$ cat config.mk
export PLATFORM = sky130hd
export DESIGN_NAME = fetch_unit
export DESIGN_NICKNAME = d
export VERILOG_FILES = /design/src/rtl/fetch_unit.sv
export SDC_FILE = /design/constraint.sdc
export NUM_CORES = 1
export LEC_CHECK = 0
export ABC_CLOCK_PERIOD_IN_PS = 4800
export CAP_MARGIN = 20
export CORE_AREA = 2 2 212 110
export DETAILED_ROUTE_END_ITERATION = 7
export DIE_AREA = 0 0 214 112
export HOLD_SLACK_MARGIN = 0.08
export PLACE_DENSITY = 0.84
export SLEW_MARGIN = 10
export SYNTH_ARGS = -nofsm -noshare
export SYNTH_HDL_FRONTEND = slang
export SYNTH_SLANG_ARGS = --single-unit
$ cat constraint.sdc
create_clock -name clk -period 4.8 [get_ports clk]
set_input_delay 0.48 -clock clk [delete_from_list [all_inputs] [get_ports clk]]
set_output_delay 0.48 -clock clk [all_outputs]
set_load 0.01 [all_outputs]
$ cat src/rtl/fetch_unit.sv
// fetch_unit: PC owner, synchronous imem requester and prefetch queue feeding decode over valid/ready.
// Ports: clk/rst (sync, active high); imem_en/imem_addr/imem_rdata (rdata one cycle after en);
// redirect/redirect_target (taken branch from MEM); out_ready/out_valid/out_pc4/out_instr (to IF/ID).
module fetch_unit #(
  parameter logic [31:0] RESET_PC = 32'h0000_0000,
  parameter int DEPTH = 4
) (
  input  logic        clk,
  input  logic        rst,
  output logic        imem_en,
  output logic [31:0] imem_addr,
  input  logic [31:0] imem_rdata,
  input  logic        redirect,
  input  logic [31:0] redirect_target,
  input  logic        out_ready,
  output logic        out_valid,
  output logic [31:0] out_pc4,
  output logic [31:0] out_instr
);
  localparam int AW = $clog2(DEPTH);
  localparam logic [AW:0] FULL = (AW+1)'(DEPTH);
  logic [31:0] pc, saved_pc4;
  logic inflight, pop, push;
  logic [AW-1:0] head, tail;
  logic [AW:0] count, occ;
  logic [31:0] q_pc4 [DEPTH];
  logic [31:0] q_instr [DEPTH];
  always_comb begin
    // occupancy counts the in-flight word so a returning read always has a free slot
    occ = count + {{AW{1'b0}}, inflight};
    out_valid = !rst && count != '0;
    pop = out_valid && out_ready && !redirect;
    push = inflight && !redirect;
    imem_en = !rst && !redirect && (occ < FULL || (occ == FULL && pop));
    imem_addr = pc;
    // gating by out_valid keeps never-written queue slots from leaking X to decode
    out_pc4 = out_valid ? q_pc4[head] : '0;
    out_instr = out_valid ? q_instr[head] : '0;
  end
  always_ff @(posedge clk) begin
    if (rst) begin
      pc <= RESET_PC;
      saved_pc4 <= '0;
      inflight <= 1'b0;
      head <= '0;
      tail <= '0;
      count <= '0;
    end else begin
      inflight <= imem_en;
      if (imem_en) begin
        pc <= pc + 32'd4;
        saved_pc4 <= pc + 32'd4;
      end
      if (redirect) begin
        pc <= redirect_target & ~32'h3;
        head <= '0;
        tail <= '0;
        count <= '0;
      end else begin
        if (push) tail <= tail + 1'b1;
        if (pop) head <= head + 1'b1;
        count <= count + {{AW{1'b0}}, push} - {{AW{1'b0}}, pop};
      end
    end
  end
  always_ff @(posedge clk) begin
    if (!rst && push) begin
      q_pc4[tail] <= saved_pc4;
      q_instr[tail] <= imem_rdata;
    end
  end
endmodule

==> results of run 1 <==
[flip-flops by register name, summed over array words and instances (netlist names), named ones only]
signal and flops:
q_instr 128, imem_addr 30, count 3, tail 2, q_pc4 120, head 2
inflight 1, saved_pc4 30
[layer usage]
metal | up-vias | GRT usage | wire length, um
met4 | 0 | 0.03869 | 287
met5 | - | 0 | 0
met2 | 320 | 0.3504 | 12380
met1 | 3815 | 0.3570 | 12490
li1 | 3476 | - | -
met3 | 28 | 0.06093 | 2456
[power by group through the flow]
| stage | logic, mW | registers (mW) | clock network [mW] |
|---|---|---|---|
| after global routing | 0.296 | 3.08 | 2.27 |
| after global placement | 0.263 | 3.13 | 0 |
| after detailed placement | 0.271 | 3.13 | 0 |
| after floorplan | 0.128 | 3.11 | 0 |
| after CTS | 0.273 | 3.07 | 2.15 |
| final | 0.272 | 3.07 | 2.11 |
[worst reg2reg max path, cell delays in order, from the launching register on]
cell and delay (ns):
dfxtp_1 0.50, ha_1 0.20, ha_1 0.22, nor2_1 0.17, a41o_1 0.50, nand2_1 0.23, inv_2 0.10, buf_4 0.48
nand2_1 0.25, o311ai_0 0.35
[area by class of cell]
cell class	instances	area [sq um]
clock inverters	12	91.34
clock buffers	38	758.2
inverters	10	37.54
fillers	1441	6464
repair buffers	176	1750
well taps	307	384.1
multi-input cells	445	3864
flip-flops and latches	318	8853
[logic make-up after synthesis]
logic type | share of synthesized area
mux | 0.1090
other cells | 0.0002885
fa+ha+maj | 0.01020
compound gates | 0.04216
simple gates | 0.1015
flops | 0.6807
xor+xnor | 0.03234
buf+inv | 0.02387
[placed cells by master (no fill, tap or decap), types with 7 or more instances in the layout]
cell             instances
edfxtp_1               248
clkdlybuf4s50_1        158
dfxtp_1                 68
and2_1                  64
mux4_2                  62
nor2_1                  53
a211oi_1                36
nand2_1                 35
clkbuf_16               28
xnor2_1                 27
nand3_1                 21
xor2_1                  21
a21oi_1                 16
buf_4                   14
nand4_1                 12
nor4_1                  11
nor3_1                  11
inv_1                    9
ha_1                     9
clkbuf_1                 8
a31oi_1                  7
[stage by stage]
stage	setup slack, ns	hold WS [ns]	total power, mW	utilization
floorplan	1.739	0.4600	3.242	-
detailed placement	1.565	0.4968	3.403	0.6701
global route	0.9267	0.4607	5.639	0.7089
finish	1.249	0.4544	5.456	0.7089
global placement	1.573	0.4878	3.390	0.6689
CTS	1.157	0.4327	5.489	0.7084
[path summary, 6_finish.rpt]
path	end	slack (ns)	start	depth (start not counted)
worst min register to register	saved_pc4[8]$_SDFFE_PP0P_	0.50	saved_pc4[8]$_SDFFE_PP0P_	2
worst max register to register	imem_addr[21]$_SDFFE_PP0P_	1.68	inflight$_SDFF_PP0_	9
worst min-delay path	saved_pc4[2]$_SDFFE_PP0P_	0.45	rst	2
worst max-delay path	out_instr[24]	1.25	count[1]$_SDFF_PN0_	5
==> results.ini, run 1 <==
[finish]
n_antenna_cell=0
drive_above_1_share=0.1431
finalInstanceArea_sq_um=15740
final_cells=1306
nets=1056
synthToLayoutAreaGrowth_pct=21.08

[yosys]
yosysSeqAreaShare=0.6807
syn-cell-area_sq_um=13000
synth_warnings=0
yosysTopAreaCellShare=0.5729
synth_seq_cells=318
synth_commonest_cells=edfxtp_1, dfxtp_1, and2_1, mux4_2, nor2_1
synth.most_common_cell=edfxtp_1
yosys-top-cells-area=edfxtp_1, dfxtp_1, mux4_2, and2_1, a211oi_1
avgSynthCellArea_sq_um=15.66
synth_top_cell_by_area=edfxtp_1
synth_cells=830
synth_edf_count=248
async_flop_share=0
synthFlopType=edfxtp_1
ys_types=51

[die]
die_w_um=214
coreArea_sq_um=22200
start_util=0.5855
fp-row-count=39
io_pins=166
dieArea_sq_um=23970
dieHeight_um=112

[routing]
drc=0
routed_via_density=5.849
dr.first_iter.drc_count=699
via_count=7639
wl_um=27610
routedWlPerCell_um=21.14
dr.pass1.iters=4
ant_nets=0

[worst_setup_path]
arrival_ns=3.07
crit_type=register to output pin
cp.required_ns=4.32
cp_slowest_cell=nor2b_4
crit_family=simple AND/OR/NAND/NOR gates
path_max_fanout=48
crit_path_end_kind=output pin
cpPeakStageDelay_ns=0.84
cp_cell_sequence=or3_1 -> nor2b_4 -> buf_4 -> and2_1 -> clkdlybuf4s50_1
path_buf_inv=2
crit_path_start_kind=register

[sta]
slew_headroom=0.3336
setup_viol=0
timing.final.crit_share=0.7397
tightest_slew_ns=0.9975
fin_crit_ns=3.551
clock_skew_ns=0.01124
grt_setup_unrepaired=no
maxSlewViolCount=0
hold_viol=0
setup_tns_ns=0
timing.fmax_mhz=281.6

[status]
status=complete, no violations

[power]
power_density_nw_per_um2=346.6
seqPwrFrac=0.563
leakagePower_nw=5.040
p_sw_frac=0.2088
power.switching_mw=1.139
power_frac_clock=0.387
comb_power_share=0.050
p_int_mw=4.317
vdd_drop_max_uv=305.6

[clock_tree]
cts-root-buf=clkbuf_16
cts_tree=done
clk_latency_ns=0.55
htreeDepth=1
post-cts-setup-buffers=0
cts_resized=0
hold_buffers=0
cts_made_buffers=27
clock-sinks=318
clock_path_buffers=3
cts.clk_slew.worst_paths_ns=0.08

[flow_run]
drv_cap=0

[global_routing]
antenna_found_initial=1
grt-ovfl-total=0
grt_start_max_net_pins=62
global_route.usage.total=0.2347
grt_pass1_vias=7545
grt_pass1_wl_um=43350

[place]
placed_area_sq_um=14880
io_buffers=159
dp_hpwl_um=18070
globalplace.congestion=0.9521
placed_cells=1255

[min_path]
hp-class=input port to register

No activity file was read; power rests on OpenSTA's default activity.
==> inputs of run 2 (changes only) <==
==> config.mk (replaced) <==
export PLATFORM = sky130hd
export DESIGN_NAME = fetch_unit
export DESIGN_NICKNAME = d
export VERILOG_FILES = /design/src/rtl/fetch_unit.sv
export SDC_FILE = /design/constraint.sdc
export NUM_CORES = 1
export LEC_CHECK = 0
export ABC_CLOCK_PERIOD_IN_PS = 3100
export CAP_MARGIN = 20
export CORE_AREA = 2 2 232 120
export DETAILED_ROUTE_END_ITERATION = 7
export DIE_AREA = 0 0 234 122
export HOLD_SLACK_MARGIN = 0.08
export PLACE_DENSITY = 0.75
export SLEW_MARGIN = 10
export SYNTH_ARGS = -nofsm -noshare
export SYNTH_HDL_FRONTEND = slang
export SYNTH_SLANG_ARGS = --single-unit
==> constraint.sdc (replaced) <==
create_clock -name clk -period 3.1 [get_ports clk]
set_input_delay 0.31 -clock clk [delete_from_list [all_inputs] [get_ports clk]]
set_output_delay 0.31 -clock clk [all_outputs]
set_load 0.01 [all_outputs]
==> run 2 against run 1 <==
  * Utilization decreased by 11 points
  * Worst hold slack lost 0.12 ns
  * Setup slack got worse by 1.1 ns
  * Largest power group unchanged
  * Highest routed layer unchanged
  * Via count is 0.27% higher
  * Critical endpoint is now out_pc4[14]
==> results.ini, run 2 (synthesis gave the netlist of run 1 again) <==
[routing]
dr.first_iter.drc_count=652  ; -6.7%
routedWlPerCell_um=20.26  ; -4.2%
wl_um=27880  ; +0.96%
dr.pass1.iters=4  ; unchanged
routed_via_density=5.567  ; -4.8%
via_count=7660  ; +0.27%
drc=0  ; unchanged
ant_nets=0  ; unchanged

[finish]
layout_commonest_cell=edfxtp_1
fin_util=0.5992  ; -0.1097
final_cells=1376  ; +5.4%
synthToLayoutAreaGrowth_pct=23.76
nets=1071  ; +1.4%
final_cell_mix=edfxtp_1, clkdlybuf4s50_1, dfxtp_1
fillers=1992  ; +38%
drive_above_1_share=0.1586  ; +0.01548
top_register=q_instr
reg_top3=q_instr: 128 flops, q_pc4: 120 flops
largest_reg_flops=128  ; unchanged
finalInstanceArea_sq_um=16090  ; +2.2%

[sta]
hold_viol=0  ; unchanged
hold_ws_ns=0.3334  ; -0.1210 ns
maxSlewViolCount=0  ; unchanged
fin_crit_ns=2.909
grt_setup_unrepaired=no
tightest_slew_ns=0.7936  ; -0.2039 ns
slew_headroom=0.4709  ; +0.1373
timing.fmax_mhz=343.8
setup_tns_ns=0  ; unchanged
worst_slack_ns=0.1913  ; -1.058 ns
clock_skew_ns=0.01006  ; -0.001181 ns
setup_viol=0  ; unchanged
timing.final.crit_share=0.9383

[die]
coreArea_sq_um=26850  ; +21%
fp-row-count=43  ; +10%
dieHeight_um=122  ; +8.9%
die_w_um=234  ; +9.3%
dieArea_sq_um=28550  ; +19%
io_pins=166  ; unchanged
start_util=0.4842  ; -0.1013

[power]
power_frac_clock=0.402  ; +0.015
seqPwrFrac=0.548  ; -0.015
power_density_nw_per_um2=539.5  ; +56%
vdd_drop_max_uv=373.4  ; +22%
comb_power_share=0.050  ; about the same
p_sw_frac=0.2062  ; -0.002606
power.switching_mw=1.789  ; +57%
leakagePower_nw=5.165  ; +2.5%
total_power_mw=8.679  ; +59%
p_int_mw=6.890  ; +60%

[global_routing]
antenna_found_initial=3  ; +2
grt-ovfl-total=0  ; unchanged
gr-usage-met1=0.3059  ; -0.05115
met2_usage=0.3033  ; -0.04715
grt_start_max_net_pins=64  ; +3.2%
use_met3=0.03933  ; -0.02160
global_route.usage.total=0.2013  ; -0.03340
grt_pass1_vias=7678  ; +1.8%
busiest_layer=met1
grt_pass1_wl_um=43880  ; +1.2%

[clock_tree]
cts_tree=done
clock_path_buffers=3  ; unchanged
cts_resized=0  ; unchanged
post-cts-setup-buffers=0  ; unchanged
hold_buffers=0  ; unchanged
clock-sinks=318  ; unchanged
htreeDepth=1  ; unchanged
cts-root-buf=clkbuf_16
cts_made_buffers=28  ; +3.7%
clk_latency_ns=0.55  ; about the same
cts.clk_slew.worst_paths_ns=0.07  ; about the same

[worst_setup_path]
crit_path_end_kind=output pin
cp.required_ns=2.79  ; -1.53 ns
crit_type=register to output pin
path_max_fanout=14  ; -71%
crit_path_start_kind=register
arrival_ns=2.60  ; -0.47 ns

[min_path]
hp-class=input port to register

[place]
globalplace.congestion=0.9093  ; -4.5%
placed_cells=1323  ; +5.4%
dp_slack_ns=0.5813  ; -0.9837 ns
io_buffers=159  ; unchanged
placed_area_sq_um=15150  ; +1.8%
dp_hpwl_um=18100  ; +0.17%

[flow_run]
drv_cap=0  ; unchanged

[status]
status=complete, no violations

[run 2: final timing paths]
kind | start | endpoint | cells after the start | slack (ns)
hold / removal | redirect_target[18] | imem_addr[18]$_SDFFE_PP0P_ | 3 | 0.33
hold reg to reg | saved_pc4[18]$_SDFFE_PP0P_ | q_pc4[2][18]$_DFFE_PP_ | 0 | 0.51
setup / recovery | register | out_pc4[14] | 4 | 0.19
setup reg to reg | imem_addr[2]$_SDFFE_PP0P_ | saved_pc4[28]$_SDFFE_PP0P_ | 6 | 0.60
[run 2: power groups by stage]
stage	Combinational, mW	Sequential (mW)	Clock, mW
floorplan	0.197	4.82	0
global placement	0.428	4.84	0
detailed placement	0.435	4.84	0
CTS	0.438	4.75	3.57
global route	0.471	4.76	3.74
finish	0.435	4.75	3.49
[run 2: cell type report]
| type | instances | area (sq um) | area share |
|---|---|---|---|
| Timing Repair Buffer | 190 | 1944 | 0.1209 |
| Inverter | 10 | 37.54 | 0.002333 |
| Tap cell | 360 | 450.4 | 0.02800 |
| Clock inverter | 7 | 66.31 | 0.004122 |
| Clock buffer | 45 | 867.1 | 0.05390 |
| Sequential cell | 318 | 8855 | 0.5504 |
| Multi-Input combinational cell | 445 | 3864 | 0.2402 |
| Antenna cell | 1 | 2.502 | 0.0001556 |
[run 2: critical path: stages, from the launching register on]
cell and delay, ns:
dfxtp_4 0.55, buf_4 0.30, mux4_2 0.54, and2_1 0.18, clkdlybuf4s50_1 0.48
[run 2: metal layers]
layer / vias to the layer above / wire length [um]
met5: - / 0
met4: 0 / 515
met3: 36 / 1579
met2: 213 / 12560
met1: 3903 / 13220
li1: 3508 / -
